**src/rtl/instruction_fetch_sequencer_pkg.sv**
```systemverilog
// Shared fetch-core definitions: widths, reset vector default and the return-queue entry layout.
package instruction_fetch_sequencer_pkg;

  localparam int unsigned ADDR_W = 32;
  localparam int unsigned INST_W = 32;

  localparam logic [ADDR_W-1:0] RESET_PC_DEFAULT = 32'h0000_0000;
  localparam logic [ADDR_W-1:0] PC_STEP          = 32'd4;

  typedef struct packed {
    logic [ADDR_W-1:0] pc;
    logic              predict;
    logic [ADDR_W-1:0] target;
    logic [INST_W-1:0] inst;
    logic              data_valid;
  } fetch_entry_t;

endpackage

```
**src/rtl/instruction_fetch_sequencer_fetch_return_queue.sv**
```systemverilog
// In-order return queue: entries allocated at issue, filled by memory responses, popped at delivery.
module instruction_fetch_sequencer_fetch_return_queue
  import instruction_fetch_sequencer_pkg::*;
#(
  parameter int unsigned P_DEPTH   = 4,
  parameter int unsigned P_DEPTH_W = 2
) (
  input  logic                 clk,
  input  logic                 rst_n,
  input  logic                 clear,
  input  logic                 alloc,
  input  logic [ADDR_W-1:0]    alloc_pc,
  input  logic                 alloc_predict,
  input  logic [ADDR_W-1:0]    alloc_target,
  input  logic                 fill,
  input  logic [INST_W-1:0]    fill_inst,
  input  logic                 pop,
  output fetch_entry_t         head,
  output logic [P_DEPTH_W:0]   occupancy
);

  fetch_entry_t               entry_q [P_DEPTH];
  fetch_entry_t               entry_d [P_DEPTH];
  logic [P_DEPTH_W-1:0]       alloc_ptr_q, alloc_ptr_d;
  logic [P_DEPTH_W-1:0]       fill_ptr_q, fill_ptr_d;
  logic [P_DEPTH_W-1:0]       pop_ptr_q, pop_ptr_d;
  logic [P_DEPTH_W:0]         occ_q, occ_d;

  always_comb begin
    entry_d     = entry_q;
    alloc_ptr_d = alloc_ptr_q;
    fill_ptr_d  = fill_ptr_q;
    pop_ptr_d   = pop_ptr_q;
    occ_d       = occ_q;
    if (clear) begin
      for (int unsigned i = 0; i < P_DEPTH; i++) begin
        entry_d[P_DEPTH_W'(i)].data_valid = 1'b0;
      end
      alloc_ptr_d = '0;
      fill_ptr_d  = '0;
      pop_ptr_d   = '0;
      occ_d       = '0;
    end else begin
      // Popped slots drop their valid so a stale fill never looks deliverable on the next lap.
      if (pop) begin
        entry_d[pop_ptr_q].data_valid = 1'b0;
        pop_ptr_d = pop_ptr_q + P_DEPTH_W'(1);
      end
      if (fill) begin
        entry_d[fill_ptr_q].inst       = fill_inst;
        entry_d[fill_ptr_q].data_valid = 1'b1;
        fill_ptr_d = fill_ptr_q + P_DEPTH_W'(1);
      end
      if (alloc) begin
        entry_d[alloc_ptr_q] = '{pc: alloc_pc, predict: alloc_predict, target: alloc_target,
                                 inst: '0, data_valid: 1'b0};
        alloc_ptr_d = alloc_ptr_q + P_DEPTH_W'(1);
      end
      occ_d = occ_q + (P_DEPTH_W+1)'(alloc) - (P_DEPTH_W+1)'(pop);
    end
  end

  always_ff @(posedge clk or negedge rst_n) begin
    if (!rst_n) begin
      for (int unsigned i = 0; i < P_DEPTH; i++) begin
        entry_q[P_DEPTH_W'(i)] <= '0;
      end
      alloc_ptr_q <= '0;
      fill_ptr_q  <= '0;
      pop_ptr_q   <= '0;
      occ_q       <= '0;
    end else begin
      entry_q     <= entry_d;
      alloc_ptr_q <= alloc_ptr_d;
      fill_ptr_q  <= fill_ptr_d;
      pop_ptr_q   <= pop_ptr_d;
      occ_q       <= occ_d;
    end
  end

  assign head      = entry_q[pop_ptr_q];
  assign occupancy = occ_q;

endmodule

```
**src/rtl/instruction_fetch_sequencer.sv**
```systemverilog
// Fetch engine: holds the PC, issues word requests, tracks discards across redirects and delivers in order.
module instruction_fetch_sequencer
  import instruction_fetch_sequencer_pkg::*;
#(
  parameter logic [31:0]  P_RESET_PC = RESET_PC_DEFAULT,
  parameter int unsigned  P_DEPTH    = 4,
  parameter int unsigned  P_DEPTH_W  = 2
) (
  input  logic        iCLOCK,
  input  logic        inRESET,
  input  logic        iRESET_SYNC,
  input  logic        iEVENT_START,
  input  logic [31:0] iEVENT_PC,
  output logic        oMEM_REQ,
  output logic [31:0] oMEM_ADDR,
  input  logic        iMEM_BUSY,
  input  logic        iMEM_VALID,
  input  logic [31:0] iMEM_DATA,
  input  logic        iBP_HIT,
  input  logic [31:0] iBP_TARGET,
  output logic        oNEXT_INST_VALID,
  output logic        oNEXT_BRANCH_PREDICT,
  output logic [31:0] oNEXT_BRANCH_PREDICT_ADDR,
  output logic [31:0] oNEXT_INST,
  output logic [31:0] oNEXT_PC,
  input  logic        iNEXT_FETCH_STOP,
  input  logic        iNEXT_LOCK
);

  localparam int unsigned CNT_W = P_DEPTH_W + 2;

  logic              run_q, run_d;
  logic [31:0]       pc_q, pc_d;
  logic [CNT_W-1:0]  discard_q, discard_d;
  logic [CNT_W-1:0]  outstanding_q, outstanding_d;

  fetch_entry_t      head;
  logic [P_DEPTH_W:0] occupancy;
  logic              flush_c, mem_req_c, accept_c, resp_drop_c, resp_fill_c, pop_c;

  // run_q holds issue off until the first clock after reset release.
  assign flush_c     = iEVENT_START || iRESET_SYNC;
  assign mem_req_c   = run_q && !flush_c && !iNEXT_FETCH_STOP
                       && (occupancy < (P_DEPTH_W+1)'(P_DEPTH));
  assign accept_c    = mem_req_c && !iMEM_BUSY;
  assign resp_drop_c = iMEM_VALID && (discard_q != '0);
  assign resp_fill_c = iMEM_VALID && (discard_q == '0) && (outstanding_q != '0);
  assign pop_c       = head.data_valid && !iNEXT_LOCK && !flush_c;

  always_comb begin
    run_d         = 1'b1;
    pc_d          = pc_q;
    discard_d     = discard_q - CNT_W'(resp_drop_c);
    outstanding_d = outstanding_q - CNT_W'(resp_fill_c);
    if (flush_c) begin
      // Everything still in flight after this cycle's response becomes discard debt.
      discard_d     = discard_d + outstanding_d;
      outstanding_d = '0;
      pc_d          = iRESET_SYNC ? P_RESET_PC : iEVENT_PC;
    end else if (accept_c) begin
      outstanding_d = outstanding_d + CNT_W'(1);
      pc_d          = iBP_HIT ? iBP_TARGET : pc_q + PC_STEP;
    end
  end

  always_ff @(posedge iCLOCK or negedge inRESET) begin
    if (!inRESET) begin
      run_q         <= 1'b0;
      pc_q          <= P_RESET_PC;
      discard_q     <= '0;
      outstanding_q <= '0;
    end else begin
      run_q         <= run_d;
      pc_q          <= pc_d;
      discard_q     <= discard_d;
      outstanding_q <= outstanding_d;
    end
  end

  instruction_fetch_sequencer_fetch_return_queue #(
    .P_DEPTH   (P_DEPTH),
    .P_DEPTH_W (P_DEPTH_W)
  ) u_queue (
    .clk           (iCLOCK),
    .rst_n         (inRESET),
    .clear         (flush_c),
    .alloc         (accept_c),
    .alloc_pc      (pc_q),
    .alloc_predict (iBP_HIT),
    .alloc_target  (iBP_TARGET),
    .fill          (resp_fill_c),
    .fill_inst     (iMEM_DATA),
    .pop           (pop_c),
    .head          (head),
    .occupancy     (occupancy)
  );

  // A response with nothing outstanding and nothing to discard is a memory-side protocol error.
  assert property (@(posedge iCLOCK) disable iff (!inRESET)
                   iMEM_VALID |-> (discard_q != '0 || outstanding_q != '0));

  assign oMEM_REQ                  = mem_req_c;
  assign oMEM_ADDR                 = pc_q;
  assign oNEXT_INST_VALID          = pop_c;
  assign oNEXT_BRANCH_PREDICT      = head.predict;
  assign oNEXT_BRANCH_PREDICT_ADDR = head.target;
  assign oNEXT_INST                = head.inst;
  assign oNEXT_PC                  = head.pc;

endmodule
```
**config.mk**
```make
export PLATFORM = sky130hd
export DESIGN_NAME = instruction_fetch_sequencer
export DESIGN_NICKNAME = d
export VERILOG_FILES = /design/src/rtl/instruction_fetch_sequencer_pkg.sv /design/src/rtl/instruction_fetch_sequencer_fetch_return_queue.sv /design/src/rtl/instruction_fetch_sequencer.sv
export SDC_FILE = /design/constraint.sdc
export NUM_CORES = 1
export LEC_CHECK = 0
export CORE_UTILIZATION = 25
export DETAILED_ROUTE_END_ITERATION = 10
export PLACE_DENSITY = 0.42
export SYNTH_ARGS = -nofsm -noshare
export SYNTH_HDL_FRONTEND = slang
export SYNTH_SLANG_ARGS = --single-unit
```
**constraint.sdc**
```tcl
create_clock -name iCLOCK -period 3 [get_ports iCLOCK]
set_input_delay 0.3 -clock iCLOCK [delete_from_list [all_inputs] [get_ports iCLOCK]]
set_output_delay 0.3 -clock iCLOCK [all_outputs]
set_load 0.01 [all_outputs]
```
==> results of run 1 <==
[sequential cells by signal, indices dropped and copies added (netlist names)]
name	flops
u_queue.entry_q	392
u_queue.pop_ptr_q	2
u_queue.occupancy	3
oMEM_ADDR	32
run_q	1
u_queue.alloc_ptr_q	2
outstanding_q	4
u_queue.fill_ptr_q	2
discard_q	4
[placed cells by master (no fill, tap or decap), types with 21 or more instances in the layout]
cell             synthesis  routed
nor2_1                  36      35
nand2_1               1037    1037
clkbuf_16                0      57
buf_4                   10      47
o21ai_0                 21      21
a21oi_1                162     162
ha_1                    23      23
o21ai_1                 24      24
mux4_2                  98      98
dfrtp_1                442     440
clkdlybuf4s50_1          0     186
dlygate4sd2_1            0      45
inv_1                   22      22
[final timing paths]
kind / end / depth (start not counted) / startpoint
setup / recovery: oNEXT_PC[16] / 3 / u_queue.pop_ptr_q[0]$_DFFE_PN0P_
hold / removal: u_queue.entry_q[204]$_DFFE_PN0N_ / 2 / inRESET
setup reg to reg: u_queue.occupancy[2]$_DFF_PN0_ / 12 / u_queue.pop_ptr_q[0]$_DFFE_PN0P_
hold reg to reg: u_queue.entry_q[182]$_DFFE_PN0P_ / 2 / u_queue.entry_q[182]$_DFFE_PN0P_
max in group asynchronous: u_queue.entry_q[259]$_DFFE_PN0P_ / 3 / inRESET
min in group iCLOCK: oMEM_ADDR[2]$_DFFE_PN0P_ / 3 / iEVENT_PC[2]
[cell type report]
| class | count | area [um2] |
|---|---|---|
| fill | 8468 | 56700 |
| multi-input combinational | 1594 | 9110 |
| antenna | 2 | 5.00 |
| tap | 1080 | 1350 |
| clock buffer | 80 | 1620 |
| clock inverter | 21 | 284 |
| timing repair buffer | 305 | 3160 |
| sequential | 442 | 11100 |
| inverter | 24 | 91.3 |
[repair_timing]
action                     4_1_cts  5_1_grt
pin swaps                        0        1
setup endpoints to repair       98        7
hold buffers                     1        0
hold endpoints to repair        76        0
gates cloned                     2        1
gates resized for setup         50        3
[logic make-up after synthesis]
family,after synthesis
AOI/OAI and AO/OA,263
xor gates and xnor gates,25
adders and majority gates,25
buffers and inverters,192
DFF,442
muxes,103
other,1
and+or+nand+nor,1177
[report_power, final]
| group | total [mW] | internal, mW | switching (mW) | leakage, nW |
|---|---|---|---|---|
| logic | 1.71 | 0.833 | 0.877 | 5.41 |
| clock network | 6.95 | 4.18 | 2.76 | 0.926 |
| registers | 6.45 | 6.22 | 0.233 | 6.07 |
| total | 15.1 | 11.2 | 3.87 | 12.4 |
[worst register-to-register path, cell delays in order (launching register included)]
cell and delay [ns]:
dfrtp_4 0.53, mux4_2 0.52, nor2b_1 0.15, buf_4 0.16, and2_1 0.16, ha_1 0.27
inv_1 0.06, ha_1 0.13, inv_1 0.05, fa_2 0.35, xor2_1 0.16, xnor2_1 0.16
nor2_1 0.06
[cells in the mapped netlist (all sizes together) (3+ instances only)]
cell type  number  area [um2]
a222oi          6        60.1
a21oi         162         811
o31ai           5        37.5
xor2            8        70.1
nor3b           3        22.5
nand2        1047        3970
nor2b           4        25.0
a22oi          10        75.1
dfrtp         442       11100
inv            22        82.6
nor4            5        50.1
xnor2          17         149
buf           108         609
and3           12        75.1
o21ai          45         225
o22ai           5        31.3
nand2b          4        25.0
nand3          21         123
a211oi          5        37.5
nor3           13        65.1
and2            8        50.1
ha             23         288
nor4b           3        41.3
and4            5        43.8
nor2           38         153
nand4           7        50.1
a31oi           3        18.8
clkbuf         60         229
mux4           98        2210
mux2i           5        50.1
[stage by stage]
step / setup WS (ns) / power [mW] / area (um2)
after floorplan: 0.156 / 7.24 / 21000
after global placement: 0.151 / 8.30 / 24700
after detailed placement: 0.176 / 8.33 / 24700
after CTS: 0.00658 / 15.4 / 26700
after global routing: 0.00828 / 15.8 / 26700
final: 0.103 / 15.1 / 26700
[per-layer routing]
layer | vias up | GRT usage [%]
met1 | 8436 | 23.5
li1 | 7750 | -
met3 | 111 | 4.93
met2 | 536 | 30.2
met5 | - | 0
met4 | 26 | 3.84
==> out/qor.txt, run 1 <==
CP max FO: 26
TritonCTS buffer count: 55
Post-Synth Adder-Cell Area: 1.56%
RSZ-0062 raised after global routing: no
Fmax: 0.345 GHz
largest family of logic cells by synthesized area: simple AND/OR/NAND/NOR gates
post-route ant nets: 0
maxcap violations: 0
CTS H-tree depth: 2
Synth async-reset ratio: 100%
met2 wire length: 37400 um
startpoint types: register
clock-pin slew on the worst setup and hold paths: 0.06 ns
static leakage: 12.4 nW
drt wl/cell: 21.9 um
met3 wire len: 6400 um
CTS tree: yes
Root Buffer: clkbuf_16
initial core utilization: 25.2%
Ports: 236
synth warn: 0
r2r setup slk: 0.13 ns
Detailed Route Iter0 Violations: 1255
Synth Area in Compound Gates: 7.12%
CP max stage cell: mux4_2
largest net degree at the start of global routing: 102
PortBufs: 235
Final Net Count: 2552
PwrDens: 566 nW/um2
Syn-to-layout area delta: 26.8%
CP peak stage delay: 0.59 ns
cell count after synthesis: 2228
post-CTS setup buffer count: 0
hold crit path type: in -> async
Chip Height: 292 um
DR vias: 16900
final count of negative-setup-slack endpoints: 0
Congestion Overflow GR: 0
Worst Tran Pin Value: 0.897 ns
GP Congestion: 0.771
GRT Overall Usage: 18.2%
Crit path buffers/inverters: 2
crit path time final: 2.90 ns
Seq/Total Area, Yosys: 52.6%
share of cells above drive strength 1: 12.1%
synthesized area: 21000 um2
#FFs+latches synth: 442
CP Cell Sequence: buf_16 -> mux4_2 -> clkdlybuf4s50_1
clk sinks: 442
Peak supply drop: 406 uV
deepest clock path buffer count: 3
dpl cells: 3441
Worst slew margin: 40.2%
mux cell area share after synthesis: 10.7%
Slew Viols, Final: 0
fin cells: 3548
Post-route DRC: 0
Fin Setup TNS: 0 ns
hold_ws: 0.284 ns
Hold Vio Cnt, Final: 0
Vias/cell: 4.75
Die Wd: 292 um
distinct cell type count after synthesis: 69
DRT met1 WL: 32400 um
Skew-Pair Late Insertion Delay: 0.63 ns
CP Class: reg -> out
Post-synth EDFFs: 0
first-pass GRT wire length: 116000 um
number of global-route vias before repair: 17200
Die ar.: 85300 um2
Detailed Place HPWL: 47000 um
status: finished clean
initial antenna violation count: 14
DR top layer: met5
Post-synth top flop: dfrtp_1
syn avg cell area: 9.45 um2
Simple-Gate Fraction of Synth Area: 22.6%
Net Count, Synth: 2358
core area: 83400 um2
Critical Path RT: 2.70 ns
Std-Cell Rows: 106
clk_skew: 0.0348 ns
CP arrival: 2.60 ns
final period utilization: 96.6%
final WL: 77600 um
drt pass-1 iters: 5
Post-Synth XOR/XNOR Area: 1.04%
Core Util, Final: 32.0%
CP Capture Type: output pin
CP top delay family: buffers and inverters
(Power assumes the default switching activity.)
==> run 2, diff against run 1 <==
--- a/config.mk
+++ b/config.mk
@@ -7,6 +7,7 @@
 export LEC_CHECK = 0
 export CORE_UTILIZATION = 25
 export DETAILED_ROUTE_END_ITERATION = 10
+export HOLD_SLACK_MARGIN = 0.03
 export PLACE_DENSITY = 0.42
 export SYNTH_ARGS = -nofsm -noshare
 export SYNTH_HDL_FRONTEND = slang
==> results of run 2 <==
The final DEF is identical to that of run 1; final timing and power are the same.
==> run 3, diff against run 2 <==
--- a/config.mk
+++ b/config.mk
@@ -5,6 +5,7 @@
 export SDC_FILE = /design/constraint.sdc
 export NUM_CORES = 1
 export LEC_CHECK = 0
+export ABC_AREA = 1
 export CORE_UTILIZATION = 25
 export DETAILED_ROUTE_END_ITERATION = 10
 export HOLD_SLACK_MARGIN = 0.03
==> constraint.sdc (replaced) <==
create_clock -name iCLOCK -period 3 [get_ports iCLOCK]
set_input_delay 0.6 -clock iCLOCK [delete_from_list [all_inputs] [get_ports iCLOCK]]
set_output_delay 0.6 -clock iCLOCK [all_outputs]
set_load 0.01 [all_outputs]
==> run 3 against run 2 <==
Compared with the run above:
- global-route usage grew 0.31 points
- first-iteration DRC count grew 11%
- largest power group unchanged
- critical path depth grew 3
- utilization grew 1.2 points
- clock power shrank 3.6%
- flip-flop and latch count is the same
==> out/qor.txt, run 3 <==
Ports: 236 (unchanged)
commonest non-fill, non-tap cell in the layout: o21ai_0 (was nand2_1)
drt wl/cell: 20.3 um (was 21.9 um)
Congestion Overflow GR: 0 (unchanged)
initial antenna violation count: 5 (was 14)
Fmax: 0.343 GHz (was 0.345 GHz)
Slew Viols, Final: 0 (unchanged)
startpoint types: register (unchanged)
CP Class: reg -> out (unchanged)
deepest clock path buffer count: 3 (unchanged)
PortBufs: 235 (unchanged)
largest family of logic cells by synthesized area: compound AO/OA/AOI/OAI gates (was simple AND/OR/NAND/NOR gates)
crit path time final: 2.92 ns (was 2.90 ns)
hold crit path type: in -> async (unchanged)
Simple-Gate Fraction of Synth Area: 17.1% (was 22.6%)
pre-CTS setup slack: -0.142 ns (was 0.176 ns)
Final Net Count: 2939 (was 2552)
r2r worst-path depth: 16 (was 12)
most instantiated cells after synthesis: o21ai_0 (563), nand2_1 (480), dfrtp_1 (442) (was nand2_1 (1037), dfrtp_1 (442), a21oi_1 (162))
most frequent cell after synthesis: o21ai_0 (was nand2_1)
Synth async-reset ratio: 100% (unchanged)
CP Cell Sequence: buf_12 -> buf_12 -> clkbuf_16 -> o21ai_0 -> o22ai_2 -> dlygate4sd2_1 (was buf_16 -> mux4_2 -> clkdlybuf4s50_1)
Net Count, Synth: 2713 (was 2358)
CP top delay family: buffers and inverters (unchanged)
PwrDens: 557 nW/um2 (was 566 nW/um2)
drt pass-1 iters: 6 (was 5)
Core Util, Final: 33.2% (was 32.0%)
Post-route DRC: 0 (unchanged)
dpl cells: 3799 (was 3441)
Die ar.: 84800 um2 (was 85300 um2)
initial core utilization: 25.4% (was 25.2%)
static leakage: 13.0 nW (was 12.4 nW)
Area after DPL: 24900 um2 (was 24700 um2)
GRT Overall Usage: 18.5% (was 18.2%)
largest net degree at the start of global routing: 101 (was 102)
most frequent cells in the layout: o21ai_0 (550), nand2_1 (480), dfrtp_1 (440) (was nand2_1 (1037), dfrtp_1 (440), clkdlybuf4s50_1 (186))
Peak supply drop: 441 uV (was 406 uV)
Fillers: 8551 (was 8468)
Std-Cell Rows: 105 (was 106)
Chip Height: 291 um (was 292 um)
Hold Vio Cnt, Final: 0 (unchanged)
cell count after synthesis: 2583 (was 2228)
distinct cell type count after synthesis: 36 (was 69)
Skew-Pair Late Insertion Delay: 0.63 ns (about the same)
Synth Area in Compound Gates: 21.3% (was 7.12%)
Ant. Diodes: 0 (was 2)
worst setup slack after layout: 0.0823 ns (was 0.103 ns)
CTS tree: yes (unchanged)
core area: 82400 um2 (was 83400 um2)
maxcap violations: 0 (unchanged)
post-route ant nets: 0 (unchanged)
Design Area, Final: 27400 um2 (was 26700 um2)
DR vias: 19100 (was 16900)
fin cells: 3922 (was 3548)
CP Capture Type: output pin (unchanged)
Worst Tran Pin Value: 0.880 ns (was 0.897 ns)
CP Depth: 6 (was 3)
Critical Path RT: 2.40 ns (was 2.70 ns)
Post-Synth XOR/XNOR Area: 0.503% (was 1.04%)
CP max stage cell: dfrtp_4 (was mux4_2)
CTS H-tree depth: 2 (unchanged)
clock-pin slew on the worst setup and hold paths: 0.06 ns (about the same)
Yosys top cell area share: 52.9% (was 52.6%)
Crit path buffers/inverters: 4 (was 2)
Detailed Place HPWL: 51600 um (was 47000 um)
Fin Setup TNS: 0 ns (unchanged)
Syn-to-layout area delta: 31.0% (was 26.8%)
syn avg cell area: 8.09 um2 (was 9.45 um2)
post-synth top area cell: dfrtp_1 (unchanged)
final WL: 79500 um (was 77600 um)
Seq/Total Area, Yosys: 52.9% (was 52.6%)
clk_skew: 0.0505 ns (was 0.0348 ns)
synth warn: 0 (unchanged)
#FFs+latches synth: 442 (unchanged)
number of global-route vias before repair: 18700 (was 17200)
CP peak stage delay: 0.54 ns (was 0.59 ns)
max FFs per register: 392 (unchanged)
TritonCTS buffer count: 54 (was 55)
Root Buffer: clkbuf_16 (unchanged)
first-pass GRT wire length: 120000 um (was 116000 um)
synthesized area: 20900 um2 (was 21000 um2)
cell repeated most along the worst path: buf_12
final period utilization: 97.3% (was 96.6%)
GP Congestion: 0.856 (was 0.771)
ranking of synthesized cells by area: dfrtp_1 (53%), o21ai_0 (13%), nand2_1 (8.6%), nor2_1 (6.6%), a21oi_1 (4.5%) (was dfrtp_1 (53%), nand2_1 (18%), mux4_2 (10%), a21oi_1 (3.9%), buf_2 (2.2%))
Post-synth top flop: dfrtp_1 (unchanged)
Post-synth EDFFs: 0 (unchanged)
Worst slew margin: 41.4% (was 40.2%)
most flop-heavy register: u_queue.entry_q (unchanged)
Die Wd: 291 um (was 292 um)
clk sinks: 442 (unchanged)
hold_ws: 0.0234 ns (was 0.284 ns)
total power: 15.3 mW (was 15.1 mW)
status: finished clean (unchanged)
final count of negative-setup-slack endpoints: 0 (unchanged)
CP max FO: 11 (was 26)
CP arrival: 2.32 ns (was 2.60 ns)
share of cells above drive strength 1: 9.19% (was 12.1%)
Vias/cell: 4.87 (was 4.75)
mux cell area share after synthesis: 0% (was 10.7%)
Detailed Route Iter0 Violations: 1399 (was 1255)
Post-Synth Adder-Cell Area: 1.57% (was 1.56%)
-- run 3: metal layers --
| layer | track usage (%) | share of wire (%) |
|---|---|---|
| met5 | 0 | 0.047 |
| met4 | 4.80 | 2.2 |
| met3 | 3.31 | 5.8 |
| met2 | 30.0 | 47 |
| met1 | 25.1 | 45 |
-- run 3: cell type report --
cell class / count / area, um2 / share of cell area (%)
Inverter: 158 / 618 / 2.26
Tap cell: 1070 / 1340 / 4.89
Timing Repair inverter: 2 / 17.5 / 0.0640
Multi-Input combinational cell: 1807 / 8680 / 31.7
Clock inverter: 15 / 180 / 0.658
Sequential cell: 442 / 11100 / 40.4
Timing Repair Buffer: 344 / 3820 / 14.0
Clock buffer: 84 / 1660 / 6.05
-- run 3: worst paths after layout --
kind / start / end / slack (ns)
min in group iCLOCK: u_queue.entry_q[229]$_DFFE_PN0P_ / u_queue.entry_q[229]$_DFFE_PN0P_ / 0.48
min: inRESET / u_queue.entry_q[107]$_DFFE_PN0N_ / 0.02
max in group asynchronous: inRESET / u_queue.entry_q[258]$_DFFE_PN0P_ / 2.09
max reg2reg: outstanding_q[2]$_DFF_PN0_ / discard_q[3]$_DFF_PN0_ / 0.42
min reg2reg: u_queue.entry_q[229]$_DFFE_PN0P_ / u_queue.entry_q[229]$_DFFE_PN0P_ / 0.48
max: u_queue.pop_ptr_q[0]$_DFFE_PN0P_ / oNEXT_PC[2] / 0.08
-- run 3: report_power, final --
group | internal [mW] | switching, mW
combinational | 0.852 | 1.19
clock | 4.03 | 2.66
sequential | 6.27 | 0.252
-- run 3: kinds of logic after synthesis --
kind of cell,after synthesis
AO/OA/AOI/OAI,855
XOR/XNOR,12
adder cells (fa/ha/maj),25
buffers and inverters,334
flip-flops,442
other,1
AND/OR/NAND/NOR,914
-- run 3: timing repair --
action,in CTS,in global routing
endpoints found under the setup margin,97,44
buffers inserted,9,4
gates resized for setup,168,30
pin swaps,9,5
cloned,9,3
hold buffers,0,0
-- run 3: worst reg2reg max path, delay by kind of cell, from the launching register on --
family | cells | cell delay, ns
simple gates | 9 | 0.98
fa+ha+maj | 3 | 0.68
flops | 1 | 0.39
compound gates | 1 | 0.19
xor+xnor | 1 | 0.16
buf+inv | 2 | 0.09
